==> config.mk <==
export PLATFORM = sky130hd
export DESIGN_NAME = logic_unit_arbiter
export DESIGN_NICKNAME = d
export VERILOG_FILES = /design/src/rtl/alu_pkg.sv /design/src/rtl/logic_slice.sv /design/src/rtl/rr_arbiter_2.sv /design/src/rtl/logic_unit_arbiter.sv
export SDC_FILE = /design/constraint.sdc
export NUM_CORES = 1
export LEC_CHECK = 0
export ABC_AREA = 1
export CORE_MARGIN = 2
export CORE_UTILIZATION = 33
export DETAILED_ROUTE_END_ITERATION = 8
export MAX_ROUTING_LAYER = met4
export PLACE_DENSITY = 0.73
export SLEW_MARGIN = 0
export SYNTH_ARGS = -nofsm -noshare
export SYNTH_HDL_FRONTEND = slang
export SYNTH_SLANG_ARGS = --single-unit
==> constraint.sdc <==
create_clock -name clock -period 3.61 [get_ports clock]
set_input_delay 0.722 -clock clock [delete_from_list [all_inputs] [get_ports clock]]
set_output_delay 0.722 -clock clock [all_outputs]
set_load 0.01 [all_outputs]
==> src/rtl/alu_pkg.sv <==
// rtl/alu_pkg.sv - shared opcode and state definitions for the logic unit arbiter
// Contents:
//   OPW                          opcode width
//   OP_AND/OP_OR/OP_XOR/OP_NOR   opcode encodings
//   state_t                      response slot state (EMPTY/FULL)
package alu_pkg;

    localparam int OPW = 2;

    localparam logic [OPW-1:0] OP_AND = 2'b00;
    localparam logic [OPW-1:0] OP_OR  = 2'b01;
    localparam logic [OPW-1:0] OP_XOR = 2'b10;
    localparam logic [OPW-1:0] OP_NOR = 2'b11;

    typedef enum logic {
        EMPTY = 1'b0,
        FULL  = 1'b1
    } state_t;

endpackage

==> src/rtl/logic_slice.sv <==
// rtl/logic_slice.sv - bitwise logic unit (AND/OR/XOR/NOR), no carry, no flags
// Ports:
//   op   in   opcode from alu_pkg
//   a,b  in   operands
//   y    out  result
module logic_slice
    import alu_pkg::*;
#(
    parameter int WIDTH = 32
) (
    input  logic [alu_pkg::OPW-1:0] op,
    input  logic [WIDTH-1:0]        a,
    input  logic [WIDTH-1:0]        b,
    output logic [WIDTH-1:0]        y
);

    always_comb begin
        y = '0;
        case (op)
            OP_AND:  y = a & b;
            OP_OR:   y = a | b;
            OP_XOR:  y = a ^ b;
            OP_NOR:  y = ~(a | b);
            default: y = '0;
        endcase
    end

endmodule

==> src/rtl/rr_arbiter_2.sv <==
// rtl/rr_arbiter_2.sv - two-way round-robin grant, purely combinational
// Ports:
//   valid0, valid1  in   requests
//   last_grant      in   id of the most recently accepted requester
//   slot_free       in   downstream slot can take a result this cycle
//   grant0, grant1  out  one-hot (or zero) grant, already qualified by slot_free
module rr_arbiter_2 (
    input  logic valid0,
    input  logic valid1,
    input  logic last_grant,
    input  logic slot_free,
    output logic grant0,
    output logic grant1
);

    // On a tie the requester that did not win last time goes first.
    always_comb begin
        grant0 = slot_free & valid0 & (~valid1 | last_grant);
        grant1 = slot_free & valid1 & (~valid0 | ~last_grant);
    end

endmodule

==> src/rtl/logic_unit_arbiter.sv <==
// rtl/logic_unit_arbiter.sv - shares one bitwise logic slice between two valid/ready requesters
// Ports:
//   clock, reset                   clock, async active-high reset
//   req0_valid/ready/op/a/b        requester 0 channel
//   req1_valid/ready/op/a/b        requester 1 channel
//   rsp_valid/ready/data/id        registered response channel, tagged with requester id
module logic_unit_arbiter
    import alu_pkg::*;
#(
    parameter int WIDTH = 32,
    parameter int OPW   = alu_pkg::OPW
) (
    input  logic             clock,
    input  logic             reset,
    input  logic             req0_valid,
    output logic             req0_ready,
    input  logic [OPW-1:0]   req0_op,
    input  logic [WIDTH-1:0] req0_a,
    input  logic [WIDTH-1:0] req0_b,
    input  logic             req1_valid,
    output logic             req1_ready,
    input  logic [OPW-1:0]   req1_op,
    input  logic [WIDTH-1:0] req1_a,
    input  logic [WIDTH-1:0] req1_b,
    output logic             rsp_valid,
    input  logic             rsp_ready,
    output logic [WIDTH-1:0] rsp_data,
    output logic             rsp_id
);

    state_t           state;
    state_t           state_next;
    logic             last_grant;
    logic             slot_free;
    logic             grant0;
    logic             grant1;
    logic             accept;
    logic [OPW-1:0]   sel_op;
    logic [WIDTH-1:0] sel_a;
    logic [WIDTH-1:0] sel_b;
    logic [WIDTH-1:0] result;

    // A held result that is being drained this cycle frees the slot, so a
    // new operation can be accepted on the same edge (1 op/cycle).
    assign slot_free = (state == EMPTY) | rsp_ready;

    rr_arbiter_2 u_arb (
        .valid0     (req0_valid),
        .valid1     (req1_valid),
        .last_grant (last_grant),
        .slot_free  (slot_free),
        .grant0     (grant0),
        .grant1     (grant1)
    );

    assign req0_ready = grant0 & ~reset;
    assign req1_ready = grant1 & ~reset;
    assign accept     = (req0_valid & req0_ready) | (req1_valid & req1_ready);

    // Operand mux: only the granted requester drives the slice.
    always_comb begin
        sel_op = req0_op;
        sel_a  = req0_a;
        sel_b  = req0_b;
        if (grant1) begin
            sel_op = req1_op;
            sel_a  = req1_a;
            sel_b  = req1_b;
        end
    end

    logic_slice #(.WIDTH(WIDTH)) u_slice (
        .op (sel_op),
        .a  (sel_a),
        .b  (sel_b),
        .y  (result)
    );

    // State register
    always_ff @(posedge clock or posedge reset) begin
        if (reset) begin
            state <= EMPTY;
        end else begin
            state <= state_next;
        end
    end

    // Next-state logic
    always_comb begin
        state_next = state;
        if (accept) begin
            state_next = FULL;
        end else if ((state == FULL) && rsp_ready) begin
            state_next = EMPTY;
        end
    end

    // Output logic
    always_comb begin
        rsp_valid = (state == FULL);
    end

    // Response register and priority pointer; both move only on an accept,
    // so a drain leaves the stale data/id in place.
    always_ff @(posedge clock or posedge reset) begin
        if (reset) begin
            rsp_data   <= '0;
            rsp_id     <= 1'b0;
            last_grant <= 1'b1;
        end else if (accept) begin
            rsp_data   <= result;
            rsp_id     <= grant1;
            last_grant <= grant1;
        end
    end

endmodule

==> impl_results.md, run 1 <==
- Post-route cell area: 0.00687 sq mm
- CP max-delay cell: clkdlybuf4s50_1
- Mapped Nets: 1,017
- Syn Area/Cell: 6.01 sq um
- Gate power share: 0.613
- Area grow syn2layout: 40.0%
- Seq pwr share: 0.234
- Root Buffer: clkbuf_16
- ANT cells: 0
- Vias in the first global route: 4,621
- Layout Skew: 0.00196 ns
- Skew-Pair Late Insertion Delay: 0.27 ns
- Clock power share: 0.153
- Final setup TNS: 0 ns
- Crit start category: input pin
- Total number of vias: 5,097
- Register bit count reported by yosys: 35
- Outcome: completed
- Routed Antenna Nets: 0
- Largest net degree at the start of global routing: 65
- H-tree depth: 2
- Post-synth ARST share: 1.00
- Crit-path max FO: 7
- Library cells used by synthesis: 20
- Gr usage total: 0.167
- Global route overflow: 0
- Top cell family by delay on the critical path: buffers and inverters
- Tcrit/Tclk final: 0.828
- CTS Buf Count: 5
- Final #Nets: 1,164
- Post-layout minimum cycle time: 2.99 ns
- Critical path class: in -> out
- Initial DRT Pass Iterations: 4
- Total clock sinks: 35
- Post-CTS setup buffer count: 0
- Setup violations, final: 0
- Required time of the critical path: 2.89 ns
- Cts repair resizes: 0
- CTS tree: built
- Sequential share of the synthesized area: 0.179
- Initial antenna violation count: 0
- Max Slew Vio Count: 0
- Worst slew margin: 0.527
- Drt total wl: 13.0 mm
- Post-CTS Hold Fix Bufs: 0
- Clock Pin Slew Worst Setup and Hold Paths: 0.06 ns
- Clock buffer depth: 2
- Net Sw Frac: 0.414
- Initial Utilization: 0.338
- IO buf count: 172
- Total chip power: 2.81 mW
- DIE WIDTH: 126 um
- Std cell rows: 44
- Worst path arrival time: 2.27 ns
- Synth top area cells: inv_1 (18%), dfrtp_1 (17%), ha_1 (16%), nand3_1 (13%), nand2_1 (13%)
- Global-route wire length before repair: 21.9 mm
- Ports: 173
- Crit path capture type: output pin
- DP Worst Slack: 0.473 ns
- Switch Pwr: 1.17 mW
- Synth Flop Type: dfrtp_1
- Die height: 126 um
- Post-synth top area cell: inv_1
- Global placer's final weighted congestion: 0.762
- Number of vias per cell: 4.44
- Post-DR wirelength/cell: 11.3 um
- Worst-margin pin slew: 0.710 ns
- Max Cap Viol: 0
- Number of flops mapped to enable cells by yosys: 0
- Detailed Place HPWL: 9.69 mm
- Crit path cell chain: clkdlybuf4s50_1 > nand2_1 > nand4_1 > inv_1 > clkdlybuf4s50_1
- Cell Area, Synth: 0.00491 sq mm
- RSZ-0062 raised after global routing: false
- Initial DRC Count: 294
- Static Leak: 3.86 nW
- Residual DRC: 0
- Core box area: 0.0145 sq mm
- CP Buf/Inv Count: 3
- Synth top cells by count: inv_1 (230), nand2_1 (167), nand3_1 (129)
- Placed Area: 0.00672 sq mm
- Cell Pwr Density: 410 mW/mm^2
- Fmax: 334 MHz
- Synth Instances: 816
- Area share of the largest cell type after synthesis: 0.176
- Tightest Hold Check Type: reg -> reg
- CP peak stage delay: 0.56 ns
- CP most frequent cell: clkdlybuf4s50_1
- Final hold violation count: 0
- Most instantiated library cell after synthesis: inv_1
- DIE AREA: 0.0159 sq mm
- Fin worst setup slack: 0.620 ns
- Synth warnings: 0
- Pint: 1.65 mW
- Peak VDD IR: 0.000170 V
- Ratio of cells with drive above 1 in the final layout: 0.0613
==> kinds of logic after synthesis <==
family          share of synthesized area
simple gates                        0.309
buf+inv                             0.231
compound gates                      0.118
fa+ha+maj                           0.163
flops                               0.179
==> cells in the final DEF, fill, tap and decap left out, types with 3 or more instances in the layout <==
cell | Yosys | layout
inv_1 | 230 | 229
clkdlybuf4s50_1 | 0 | 172
nand2_1 | 167 | 167
nand3_1 | 129 | 129
ha_1 | 64 | 64
o21ai_1 | 52 | 52
dfrtp_1 | 34 | 34
nor2_1 | 32 | 32
a21oi_2 | 25 | 25
o21ai_0 | 13 | 13
buf_4 | 5 | 11
a21oi_1 | 7 | 7
nand4_1 | 5 | 5
clkbuf_16 | 0 | 5
nand2_4 | 4 | 4
inv_2 | 3 | 4
nand2_2 | 3 | 3
==> routing by layer <==
layer | part of all wire | GRT usage
met5 | 0 | -
met4 | 0.017 | 0.0375
met3 | 0.041 | 0.0195
met2 | 0.49 | 0.293
met1 | 0.45 | 0.205
==> metrics by stage <==
stage | hold slack (ns) | cells | utilization
final | 0.488 | 1147 | 0.473
after global routing | 0.505 | 1147 | 0.473
after CTS | 0.491 | 1147 | 0.473
after detailed placement | 0.467 | 1140 | 0.463
after global placement | 0.474 | 1140 | 0.463
after floorplan | 0.501 | 816 | -
==> layout make-up <==
cell class	count	area [sq um]
Timing Repair Buffer	185	1840
Tap cell	184	230
Multi-Input combinational cell	503	2900
Sequential cell	35	877
Fill cell	1482	7670
Clock inverter	1	5.00
Inverter	233	875
Clock buffer	6	139
==> state kept, by name, summed over array words and instances (netlist names) <==
name,cells
rsp_valid,1
rsp_data,32
last_grant,1
rsp_id,1
==> tightest hold or removal path: stages, from the launching register on <==
cell and delay (ns):
dfrtp_1 0.35, nand2_1 0.06, nand2_1 0.05
==> path summary, 6_finish.rpt <==
kind	from	endpoint	slack (ns)	cells past startpoint
min	rsp_id	rsp_id	0.49	2
max in group asynchronous	reset	last_grant	2.28	3
max reg2reg	last_grant	rsp_data[27]	1.36	12
min in group asynchronous	reset	rsp_data[16]	0.63	2
max	req1_valid	req0_ready	0.62	5
min reg2reg	rsp_id	rsp_id	0.49	2
==> power groups by stage <==
| stage | registers [mW] | clock network, mW | logic [mW] |
|---|---|---|---|
| after floorplan | 0.738 | 0 | 0.960 |
| after global placement | 0.659 | 0 | 1.71 |
| after detailed placement | 0.666 | 0 | 1.74 |
| after CTS | 0.661 | 0.449 | 1.75 |
| after global routing | 0.684 | 0.456 | 1.94 |
| final | 0.658 | 0.432 | 1.72 |
Note: power is estimated with default switching activity, not from simulation.
==> run 2: changes to the inputs <==
clock period = 3 ns   (was 3.61 ns; I/O delays follow)
==> impl_results.md, run 2 (synthesis results as in run 1) <==
- Outcome: completed
- Setup violations, final: 0
- Worst-margin pin slew: 0.381 ns
- Worst hold start: rsp_id
- Initial DRT Pass Iterations: 7
- Skew-Pair Late Insertion Delay: 0.28 ns
- Critical path class: in -> out
- Total clock sinks: 35
- Total number of vias: 5,168
- Global placer's final weighted congestion: 0.778
- ANT cells: 0
- Crit-path max FO: 7
- Initial DRC Count: 260
- Global route overflow: 0
- Clock power share: 0.145
- Gr usage total: 0.174
- Seq pwr share: 0.235
- CTS Buf Count: 5
- CP startpoint: req1_valid
- DIE AREA: 0.0159 sq mm
- Worst R2R Start: last_grant
- H-tree depth: 2
- Area grow syn2layout: 40.8%
- FF-to-FF setup slack: 0.96 ns
- Pint: 1.97 mW
- Peak VDD IR: 0.000210 V
- Cts repair resizes: 0
- Tightest Hold Check Type: reg -> reg
- CP Buf/Inv Count: 3
- Final #Nets: 1,171
- Max FFs per register: 32
- Residual DRC: 0
- Static Leak: 3.88 nW
- Switch Pwr: 1.41 mW
- Cell Pwr Density: 490 mW/mm^2
- Post-layout minimum cycle time: 2.62 ns
- Leading cell type in the layout, fill and taps excluded: inv_1
- Top cell family by delay on the critical path: buffers and inverters
- Crit path cell chain: clkdlybuf4s50_1 > nand2_1 > nand4_1 > inv_1 > clkdlybuf4s50_1
- Max Cap Viol: 0
- Clock buffer depth: 2
- RSZ-0062 raised after global routing: false
- Net Sw Frac: 0.417
- Global-route wire length before repair: 22.4 mm
- Initial Utilization: 0.338
- Crit path capture: req0_ready
- Most frequent cells in the layout: inv_1 (229), clkdlybuf4s50_1 (172), nand2_1 (167)
- Top reg by flops: rsp_data
- Detailed Place HPWL: 10.2 mm
- Std cell rows: 44
- Vias in the first global route: 4,718
- Required time of the critical path: 2.40 ns
- Post-DR wirelength/cell: 11.6 um
- Die height: 126 um
- Final hold violation count: 0
- CP most frequent cell: clkdlybuf4s50_1
- Tcrit/Tclk final: 0.873
- FF-to-FF path depth: 12
- Crit start category: input pin
- Worst path arrival time: 2.02 ns
- DIE WIDTH: 126 um
- Ratio of cells with drive above 1 in the final layout: 0.0660
- Ports: 173
- IO buf count: 172
- Critical path depth: 5
- CP peak stage delay: 0.56 ns
- Max Slew Vio Count: 0
- Layout Skew: 0.00289 ns
- Post-CTS setup buffer count: 0
- Largest net degree at the start of global routing: 71
- Worst hold slack: 0.475 ns
- Routed Antenna Nets: 0
- Final setup TNS: 0 ns
- Initial antenna violation count: 0
- CTS tree: built
- Number of vias per cell: 4.48
- Fmax: 382 MHz
- Drt total wl: 13.3 mm
- Root Buffer: clkbuf_16
- CP max-delay cell: clkdlybuf4s50_1
- Core box area: 0.0145 sq mm
- Clock Pin Slew Worst Setup and Hold Paths: 0.05 ns
- Crit path capture type: output pin
- Reg2reg end: rsp_data[16]
- Gate power share: 0.620
- Worst slew margin: 0.743
- Post-CTS Hold Fix Bufs: 0
-- run 2: cell types whose count changed in the layout (fill, tap and decap cells not counted), sizes merged --
cell,delta
buf,+7
clkinv,-1
-- run 2: worst min-delay path by stage --
stage                             to  slack, ns  cells after the start
after global routing          rsp_id       0.52                      2
final                         rsp_id       0.48                      2
after floorplan           last_grant       0.50                      2
after CTS                     rsp_id       0.48                      2
after detailed placement      rsp_id       0.47                      2
after global placement        rsp_id       0.46                      2
-- run 2: per-stage QoR --
step,util,cells,worst slack (ns),area [sq um],power [mW]
CTS,0.475,1153,0.371,6910,3.44
detailed placement,0.466,1147,0.247,6780,2.92
global route,0.475,1153,0.276,6910,3.70
floorplan,-,816,0.551,4910,2.04
global placement,0.466,1147,0.290,6780,2.87
finish,0.475,1153,0.382,6910,3.38
-- run 2: per-layer routing --
| metal | vias to the layer above | share of wire | wire length [um] | track usage |
|---|---|---|---|---|
| li1 | 2761 | - | - | - |
| met1 | 2262 | 0.43 | 5760 | 0.209 |
| met2 | 129 | 0.50 | 6650 | 0.307 |
| met3 | 16 | 0.052 | 689 | 0.0221 |
| met4 | 0 | 0.018 | 242 | 0.0491 |
| met5 | - | 0 | 0 | - |
-- run 2: tightest hold or removal path, delay by kind of cell (launching register included) --
family	cells	cell delay, ns
flip-flops	1	0.35
AND/OR/NAND/NOR	2	0.09
-- run 2: power by group through the flow --
stage	Combinational (mW)	Clock (mW)	Sequential, mW
final	2.10	0.491	0.794
after floorplan	1.16	0	0.887
after global placement	2.08	0	0.796
after detailed placement	2.12	0	0.806
after global routing	2.36	0.529	0.820
after CTS	2.13	0.513	0.797
-- run 2: area by class of cell --
type                    instances  area (sq um)
flip-flops and latches         35           877
clock buffers                   6           129
repair buffers                192          1900
well taps                     184           230
inverters                     233           875
multi-input cells             503          2900
fillers                      1519          7630
==> run 3: changes to the inputs <==
CORE_MARGIN = unset   (was 2)
PLACE_DENSITY = 0.74   (was 0.73)
SETUP_SLACK_MARGIN = 0.02   (was unset)
==> impl_results.md, run 3 (synthesis results as in run 1) <==
- Initial DRT Pass Iterations: 6
- Switch Pwr: 1.41 mW
- IO buf count: 172
- DIE AREA: 0.0154 sq mm
- Leading cell type in the layout, fill and taps excluded: inv_1
- Global-route wire length before repair: 20.6 mm
- Pint: 2.03 mW
- Clock Pin Slew Worst Setup and Hold Paths: 0.06 ns
- Clock buffer depth: 2
- Hold Crit Endpoint: rsp_id
- Outcome: completed
- Post-placement cell count: 1,143
- Tightest Hold Check Type: reg -> reg
- CP most frequent cell: clkdlybuf4s50_1
- Initial Utilization: 0.338
- Final setup TNS: 0 ns
- CTS Buf Count: 5
- Largest net degree at the start of global routing: 73
- Cts repair resizes: 0
- Worst R2R Start: last_grant
- Die height: 124 um
- Max FFs per register: 32
- Global placer's final weighted congestion: 0.804
- Worst hold start: rsp_id
- Std cell rows: 44
- Total number of vias: 5,129
- Post-CTS Hold Fix Bufs: 0
- DIE WIDTH: 124 um
- Clock power share: 0.160
- Net Sw Frac: 0.409
- Top reg by flops: rsp_data
- Core box area: 0.0145 sq mm
- Placed Area: 0.00678 sq mm
- Initial DRC Count: 234
- Layout Skew: 0.00479 ns
- Required time of the critical path: 2.40 ns
- CP peak stage delay: 0.65 ns
- Routed Antenna Nets: 0
- Area grow syn2layout: 41.5%
- Residual DRC: 0
- Gr usage total: 0.171
- Max Cap Viol: 0
- Cell depth of the worst min-delay path: 2
- Cell Pwr Density: 495 mW/mm^2
- Peak VDD IR: 0.000222 V
- Non-Filler Instances: 1,151
- Post-CTS setup buffer count: 0
- Gate power share: 0.609
- Global route overflow: 0
- Ports: 173
- Total clock sinks: 35
- Setup violations, final: 0
- Tcrit/Tclk final: 0.883
- Ratio of cells with drive above 1 in the final layout: 0.0641
- Initial antenna violation count: 0
- Worst slew margin: 0.728
- Post-route cell area: 0.00694 sq mm
- Crit start category: input pin
- H-tree depth: 2
- Fmax: 377 MHz
- CP Buf/Inv Count: 3
- CTS tree: built
- Fin util: 0.478
- Drt total wl: 13.0 mm
- Seq pwr share: 0.231
- Number of vias per cell: 4.46
- Most frequent cells in the layout: inv_1 (229), clkdlybuf4s50_1 (172), nand2_1 (167)
- Vias in the first global route: 4,356
- ANT cells: 0
- CP max-delay cell: clkdlybuf4s50_1
- Crit path capture type: output pin
- Crit-path max FO: 7
- Crit path cell chain: clkdlybuf4s50_1 > nand4_1 > inv_1 > clkdlybuf4s50_1
- RSZ-0062 raised after global routing: false
- Worst-margin pin slew: 0.409 ns
- Post-DR wirelength/cell: 11.3 um
- Static Leak: 3.89 nW
- Final #Nets: 1,167
- FF-to-FF setup slack: 0.94 ns
- Detailed Place HPWL: 9.70 mm
- Skew-Pair Late Insertion Delay: 0.27 ns
- Final hold violation count: 0
- Top cell family by delay on the critical path: buffers and inverters
- Root Buffer: clkbuf_16
- Worst path arrival time: 2.05 ns
- Max Slew Vio Count: 0
- Reg2reg end: rsp_data[6]
- Post-layout minimum cycle time: 2.65 ns
- Critical path class: in -> out
- FF-to-FF path depth: 12
## run 3: layer usage
metal / up-vias / share of wire / global-route usage
met5: - / 0 / -
met4: 0 / 0.0034 / 0.0253
met3: 2 / 0.043 / 0.0174
met2: 116 / 0.51 / 0.311
met1: 2259 / 0.45 / 0.208
li1: 2752 / - / -
## run 3: worst max-delay path by stage
stage / cells past startpoint / from / endpoint / slack (ns)
after floorplan: 3 / reset / req1_ready / 0.55
after global placement: 11 / req1_valid / rsp_data[2] / 0.30
after detailed placement: 11 / req1_valid / rsp_data[2] / 0.25
after CTS: 4 / req1_valid / req1_ready / 0.34
after global routing: 4 / req1_valid / req1_ready / 0.25
final: 4 / req1_valid / req1_ready / 0.35
## run 3: stage by stage
step	power, mW	hold slack, ns	setup WS (ns)
global placement	2.87	0.459	0.298
global route	3.76	0.515	0.245
CTS	3.49	0.476	0.335
detailed placement	2.92	0.466	0.249
floorplan	2.04	0.501	0.551
finish	3.44	0.474	0.350
## run 3: power by group through the flow
stage	Combinational [mW]	Sequential (mW)	Clock, mW
4_1_cts	2.12	0.799	0.571
3_3_place_gp	2.07	0.796	0
6_report	2.09	0.792	0.550
3_5_place_dp	2.11	0.807	0
5_1_grt	2.35	0.822	0.587
2_1_floorplan	1.16	0.887	0
## run 3: layout make-up
type,instances,area [sq um]
clock buffers,8,156
fillers,1515,7590
inverters,233,875
multi-input cells,503,2900
flip-flops and latches,35,877
well taps,184,230
repair buffers,188,1900
## run 3: worst register-to-register path: stages (launching register included)
cell,delay (ns)
dfstp_2,0.55
nand2_4,0.08
nand3_4,0.12
buf_12,0.26
nand2_1,0.13
o21ai_1,0.15
inv_1,0.08
ha_1,0.20
inv_1,0.06
nand3_1,0.07
nand2_1,0.08
nand3_1,0.09
a21oi_2,0.12
